[src/rtl/reorder_buffer.sv]
// Purpose: 8-entry in-order-commit reorder buffer with rename-aware busy clear and mispredict flush.
// Latency: result captured at edge N commits at edge N+1 at the earliest; commit/flush outputs are registered.
// Backpressure: full refuses issue (issuer stalls); rdy=0 freezes all state; clear cycle drops issue/writeback.
module reorder_buffer (
    input  logic        clk,
    input  logic        rst,
    input  logic        rdy,
    input  logic        issue_valid,
    input  logic [4:0]  issue_rd,
    input  logic        issue_is_branch,
    output logic [31:0] alloc_tag,
    output logic        full,
    input  logic        wb_valid,
    input  logic [31:0] wb_tag,
    input  logic [31:0] wb_value,
    input  logic        wb_mispredict,
    input  logic [31:0] wb_target,
    output logic        commit_reg_we,
    output logic [31:0] commit_rd,
    output logic [31:0] commit_data,
    output logic [31:0] commit_tag,
    input  logic        rd_busy_cur,
    input  logic [31:0] rd_tag_cur,
    output logic        commit_busy_we,
    output logic        commit_busy_next,
    output logic        clear,
    output logic [31:0] redirect_pc
);

    typedef struct packed {
        logic        valid;
        logic        ready;
        logic        is_branch;
        logic        mispredict;
        logic [4:0]  rd;
        logic [31:0] value;
        logic [31:0] target;
    } entry_t;

    entry_t     ent [8];
    logic [2:0] head;
    logic [2:0] tail;
    logic [3:0] count;

    logic       head_done;
    logic       do_flush;
    logic       do_commit;
    logic       commit_writes;
    logic       do_issue;
    logic [2:0] wb_idx;
    logic       wb_hit;
    logic       unused_wb_tag_hi;

    assign full      = (count == 4'd8);
    assign alloc_tag = {29'd0, tail};

    // Only the low three tag bits address an entry.
    assign wb_idx           = wb_tag[2:0];
    assign unused_wb_tag_hi = ^wb_tag[31:3];

    // Head retires once its result has arrived; a mispredicted branch turns the retire into a flush.
    assign head_done     = ent[head].valid && ent[head].ready;
    assign do_flush      = head_done && ent[head].is_branch && ent[head].mispredict;
    assign do_commit     = head_done && !do_flush;
    assign commit_writes = (ent[head].rd != 5'd0) && !ent[head].is_branch;

    // full uses the pre-edge count, so a full buffer refuses issue even while it commits.
    assign do_issue = issue_valid && !full;
    assign wb_hit   = wb_valid && ent[wb_idx].valid;

    // Busy bit is released only when no younger instruction has renamed the same register.
    assign commit_busy_we   = commit_reg_we && rd_busy_cur && (rd_tag_cur == commit_tag);
    assign commit_busy_next = 1'b0;

    // Entry table, pointers and registered commit/flush outputs.
    always_ff @(posedge clk) begin
        if (rst) begin
            for (int i = 0; i < 8; i++) begin
                ent[i].valid <= 1'b0;
                ent[i].ready <= 1'b0;
            end
            head          <= 3'd0;
            tail          <= 3'd0;
            count         <= 4'd0;
            commit_reg_we <= 1'b0;
            commit_rd     <= 32'd0;
            commit_data   <= 32'd0;
            commit_tag    <= 32'd0;
            clear         <= 1'b0;
            redirect_pc   <= 32'd0;
        end else if (!rdy) begin
            commit_reg_we <= 1'b0;
            clear         <= 1'b0;
        end else if (clear) begin
            // Flush cycle: the table was already emptied at the previous edge.
            commit_reg_we <= 1'b0;
            clear         <= 1'b0;
        end else if (do_flush) begin
            for (int i = 0; i < 8; i++) begin
                ent[i].valid <= 1'b0;
                ent[i].ready <= 1'b0;
            end
            head          <= 3'd0;
            tail          <= 3'd0;
            count         <= 4'd0;
            commit_reg_we <= 1'b0;
            clear         <= 1'b1;
            redirect_pc   <= ent[head].target;
        end else begin
            commit_reg_we <= 1'b0;
            if (wb_hit) begin
                ent[wb_idx].ready      <= 1'b1;
                ent[wb_idx].value      <= wb_value;
                ent[wb_idx].mispredict <= wb_mispredict;
                ent[wb_idx].target     <= wb_target;
            end
            // Retire after the writeback so that the popped head ends up invalid.
            if (do_commit) begin
                ent[head].valid <= 1'b0;
                ent[head].ready <= 1'b0;
                head            <= head + 3'd1;
                if (commit_writes) begin
                    commit_reg_we <= 1'b1;
                    commit_rd     <= {27'd0, ent[head].rd};
                    commit_data   <= ent[head].value;
                    commit_tag    <= {29'd0, head};
                end
            end
            // tail never aliases the head or a writeback target here: that would need a full buffer.
            if (do_issue) begin
                ent[tail].valid     <= 1'b1;
                ent[tail].ready     <= 1'b0;
                ent[tail].rd        <= issue_rd;
                ent[tail].is_branch <= issue_is_branch;
                tail                <= tail + 3'd1;
            end
            count <= count + {3'd0, do_issue} - {3'd0, do_commit};
        end
    end

endmodule

[config.mk]
export PLATFORM = sky130hd
export DESIGN_NAME = reorder_buffer
export DESIGN_NICKNAME = d
export VERILOG_FILES = /design/src/rtl/reorder_buffer.sv
export SDC_FILE = /design/constraint.sdc
export NUM_CORES = 1
export LEC_CHECK = 0
export ABC_AREA = 1
export BUFFER_PORTS_ARGS = -buffer_cell sky130_fd_sc_hd__buf_2
export CORE_MARGIN = 3
export CORE_UTILIZATION = 55
export CTS_CLUSTER_SIZE = 12
export DETAILED_ROUTE_END_ITERATION = 12
export PLACE_DENSITY = 0.81
export RECOVER_POWER = 50
export SYNTH_ARGS = -nofsm -noshare
export SYNTH_HDL_FRONTEND = slang
export SYNTH_SLANG_ARGS = --single-unit
export TNS_END_PERCENT = 20
[constraint.sdc]
create_clock -name clk -period 3.54 [get_ports clk]
set_input_delay 0.531 -clock clk [delete_from_list [all_inputs] [get_ports clk]]
set_output_delay 0.531 -clock clk [all_outputs]
set_load 0.02 [all_outputs]
; After elaboration in Yosys (flattened, before gate mapping)
; Memories as Yosys holds them, arrays and structs flattened. A register that Yosys moved wholly into a read port is not among the register bits.
; Cells that the tools add are included.
[op_classes]
n_bitwise = 20
n_reduce_logical = 24
n_addsub = 4
eq_ne = 2
n_mux = 58
[op_table]
columns = op, count
row1 = $mux 73, 3
row2 = $reduce_or 73->1, 3
row3 = $mux 1, 42
row4 = $eq 32x3->1, 1
row5 = $mux 3, 10
row6 = $or 1x1->1, 16
row7 = $mux 4, 3
row8 = $logic_and 1x1->1, 9
row9 = $reduce_and 3->1, 3
row10 = $add 3x1->3 const B, 2
row11 = $reduce_and 5->1, 1
row12 = $reduce_bool 5->1, 1
row13 = $reduce_or 5->1, 1
row14 = $add 4x1->4, 1
row15 = $eq 4x4->1 const B, 1
row16 = $not 1->1, 4
row17 = $reduce_bool 2->1, 2
row18 = $sub 4x1->4, 1
row19 = $logic_not 1->1, 3
row20 = $reduce_and 2->1, 1
[word_totals]
ramBits = 584
in_bits = 141
register_bits = 84
word_cells = 118
n_memories = 1
out_inout_bits = 165
[memory_table]
columns = name, words, word_bits, rd, rd_clocked_by_memory_dff, write_ports, line_no
row1 = ent, 8, 73, 2, 1, 8, 40  ; entry_t ent [8];

; Longest topological paths before layout
[depth]
ltp_word = 13
mapped_depth = 19
depth_no_buf = 17

; Least setup slack after synthesis
; OpenSTA, ideal clock, no wires.
[synth_timing]
kind = input port to flip-flop
from = in wb_tag[1]
to = mem ent[0][0] in the netlist's numbering (enable)
t_required_ns = 3.121
setup_time_ns = 0.419
setup_slack_ns = 0.382
arrival_ns = 2.739
path_stages = 8
path_buffers = 0
cell_sequence = inv_1 -> nor3_1 -> nand2_1 -> nand2_1 -> nor2_1 -> a21oi_1 -> nand3_1 -> inv_1
[synth_lines]
columns = element, line_no
row1 = from (decl), 14  ; input logic [31:0] wb_tag,
row2 = to (decl), 40

==> reports/results.txt <==
Synthesized-area fraction occupied by xor and xnor cells - 0.0635%
Height of the die - 230 um
Routed length on met3 - 6370 um
Clk pin slew, worst setup/hold paths - 0.06 ns
Gates resized, CTS repair - 0
Final routed wirelength across all metal layers - 65600 um
Clock Skew - 0.0295 ns
Insertion delay to the later sink of the worst-skew pair - 0.60 ns
YS warnings - 0
1st-iter DRT viols - 1997
Largest incremental delay on the critical path - 0.63 ns
Mean number of vias per cell - 5.67
Gate count of the mapped netlist - 2459
Half-perimeter wire length after placement - 36500 um
Average cell area after synthesis - 11.2 um^2
Type of the worst setup path - reg2reg
Startpoint types - flop
Maximum fanout along the worst path - 65
Total routing usage reported by global routing - 24.2%
Category of the worst setup path capture point - flop
Final Critical Period - 3.16 ns
Post-Route M1 WL - 24600 um
Internal cell power - 12.8 mW
Slew @ Worst Pin - 1.17 ns
Port-buffer cells - 190
Sequential area share after synthesis - 69.3%
Total clock buffers created by CTS - 70
Count of unique library cells instantiated by Yosys - 37
Die X-Extent - 230 um
Fraction of the mapped netlist area in compound gates - 4.94%
IO Count - 306
Post-detailed-placement cell area - 28700 um^2
Number of hold buffers added after CTS - 0
Worst path most repeated cell - nand3_1
Area taken by multi-input logic gates - 6990 um^2
Post-CTS setup buffer count - 0
Post-synth EDFFs - 568
Worst min-delay path class - in2reg
Combinational family with the most area after synthesis - simple AND/OR/NAND/NOR gates
Final hold violation count - 0
Total negative slack - 0 ns
Cells along the critical path - inv_8 -> nand2_1 -> nand3_1 -> nand3_1 -> nand2_1 -> nand2_4 -> nor2_1 -> nor2_2 -> nand3_1 -> inv_2 -> buf_12
Highest-count cells in the layout ignoring fill and taps - nand2_1, edfxtp_1, nand3_1, nor2_1, clkbuf_1
Total DRC errors in the routed layout - 0
Sw Share - 19.6%
Met2 routed WL - 32700 um
NumNets Final - 2765
Total of endpoints with negative setup slack in the final report - 0
Synth Area in Simple Gates - 18.9%
Gpl congestion - 0.833
Number of max-slew violations in the final report - 0
Seq cells post-synth - 671
Post-Route Utilization - 62.4%
Synthesized area - 27600 um^2
Setup WS pre-CTS - 0.513 ns
Global-route congestion overflow total - 0
Final hold slack - 0.271 ns
Share of final-layout standard cells stronger than drive strength 1 - 7.67%
Worst vdd ir - 0.000344 V
Async SR Flop Fraction - 0%
Fillers - 3586
Final Cell Area - 30800 um^2
Synth-to-layout area growth - 11.4%
Outcome - finished, final reports clean
Final setup slack of the worst path - 0.378 ns
Unrepaired setup endpoints after global routing - no
Sink Count - 671
Sw Pwr - 3.13 mW
Total number of vias - 19000
Adder and majority cell fraction of the synthesized area - 0.390%
Post-synth top flop - edfxtp_1
DR WL/cell - 19.6 um
Uppermost layer routed - met5
Power density relative to cell area - 518 nW/um^2
Critical path data required time - 3.76 ns
Number of antenna violations at the first check in global routing - 14
Reg power frac - 53.8%
FF+latch area - 19100 um^2
Max-capacitance violation count - 0
Leakage component of the power - 11.5 nW
Most common cell after layout, fill and taps aside - nand2_1
TritonCTS clock tree - built
Fraction of synthesized area in multiplexers - 0%
Die outline area - 52900 um^2
First-pass GRT wire length - 99800 um
Category of cells accounting for the largest share of critical-path delay - simple AND/OR/NAND/NOR gates
Slowest cell on the critical path - dfxtp_4
Longest Clk Path Bufs - 3
Worst hold start - wb_target[0]
H-tree levels - 3
Floorplan core area - 49300 um^2
Largest net degree at the start of global routing - 113
Clock root cell - clkbuf_16
Detail Route Antenna Nets - 0
Share of power burned in combinational logic - 2.2%
First-pass iteration count of the detailed router - 9
Clock group share of total power - 44.0%
Post-route clock period utilization - 89.3%
Highest clock rate - 316 MHz
Data arrival time of the critical path - 3.39 ns
Initial Utilization - 56.0%
Via count of the first global-routing pass - 18200
Row cnt - 81
Normalized max-slew margin - 21.9%
Buffer and inverter count on the worst path - 3
==> Yosys cell counts (6+ instances only) <==
cell type | n | area share, %
inv_1 | 93 | 1.3
a21oi_1 | 50 | 0.91
nor2_2 | 7 | 0.16
inv_2 | 6 | 0.082
ha_1 | 7 | 0.32
edfxtp_1 | 568 | 62
buf_2 | 67 | 1.2
nand2_1 | 660 | 9.0
buf_1 | 16 | 0.22
o21ai_1 | 11 | 0.20
dfxtp_1 | 103 | 7.5
o21ai_0 | 96 | 1.7
buf_6 | 14 | 0.57
nand4_1 | 18 | 0.41
nor3_1 | 19 | 0.34
nor2_1 | 190 | 2.6
nand3_1 | 312 | 5.7
nor4_1 | 6 | 0.14
buf_4 | 99 | 2.7
o22ai_1 | 33 | 0.75
clkbuf_1 | 26 | 0.35
a32o_1 | 32 | 1.2
==> layer usage <==
metal  global-route usage, %  vias to the layer above
met1                    30.5                     9059
li1                        -                     8681
met3                    5.12                      166
met2                    41.1                     1049
met5                       0                        -
met4                    9.45                       10
==> registers in the layout, indices dropped and copies added, names as in the netlist, named ones only <==
name           cells
clear              1
head               3
commit_rd          5
commit_tag         3
redirect_pc       32
tail               3
ent              584
commit_reg_we      1
count              4
commit_data       32
==> worst reg2reg max path, delay by kind of cell (launching register included) <==
kind	cells	cell delay, ns
buffers and inverters	3	0.73
DFF	1	0.63
and+or+nand+nor	8	1.41
==> cell families after synthesis <==
group / Yosys count
xor+xnor: 2
buf+inv: 323
fa+ha+maj: 8
flops: 671
simple gates: 1226
compound gates: 228
other cells: 1
==> through the flow <==
step,power [mW],instances
6_report,15.9,3345
2_1_floorplan,9.00,2544
4_1_cts,16.0,3336
3_5_place_dp,9.10,3208
5_1_grt,16.4,3339
3_3_place_gp,9.08,3208
==> power groups by stage <==
stage	clock, mW	combinational (mW)	sequential, mW
finish	7.01	0.347	8.58
global route	7.45	0.384	8.58
CTS	7.10	0.357	8.58
detailed placement	0	0.355	8.74
global placement	0	0.338	8.74
floorplan	0	0.250	8.75
==> final timing paths <==
path                                       end  slack (ns)  cells past startpoint
setup / recovery          ent[4][49]$_DFFE_PP_        0.38                     11
hold / removal             ent[1][0]$_DFFE_PP_        0.27                      1
setup reg to reg          ent[4][49]$_DFFE_PP_        0.38                     11
hold reg to reg   redirect_pc[14]$_SDFFE_PP0P_        0.44                      2
==> final cells by class <==
| class | instances | share of cell area, % |
|---|---|---|
| Sequential cell | 671 | 62.2 |
| Tap cell | 664 | 2.70 |
| Inverter | 99 | 1.25 |
| Antenna cell | 9 | 0.0732 |
| Clock buffer | 115 | 6.64 |
| Timing Repair Buffer | 224 | 3.89 |
| Multi-Input combinational cell | 1550 | 22.7 |
| Clock inverter | 13 | 0.529 |
No activity file was read; power rests on OpenSTA's default activity.
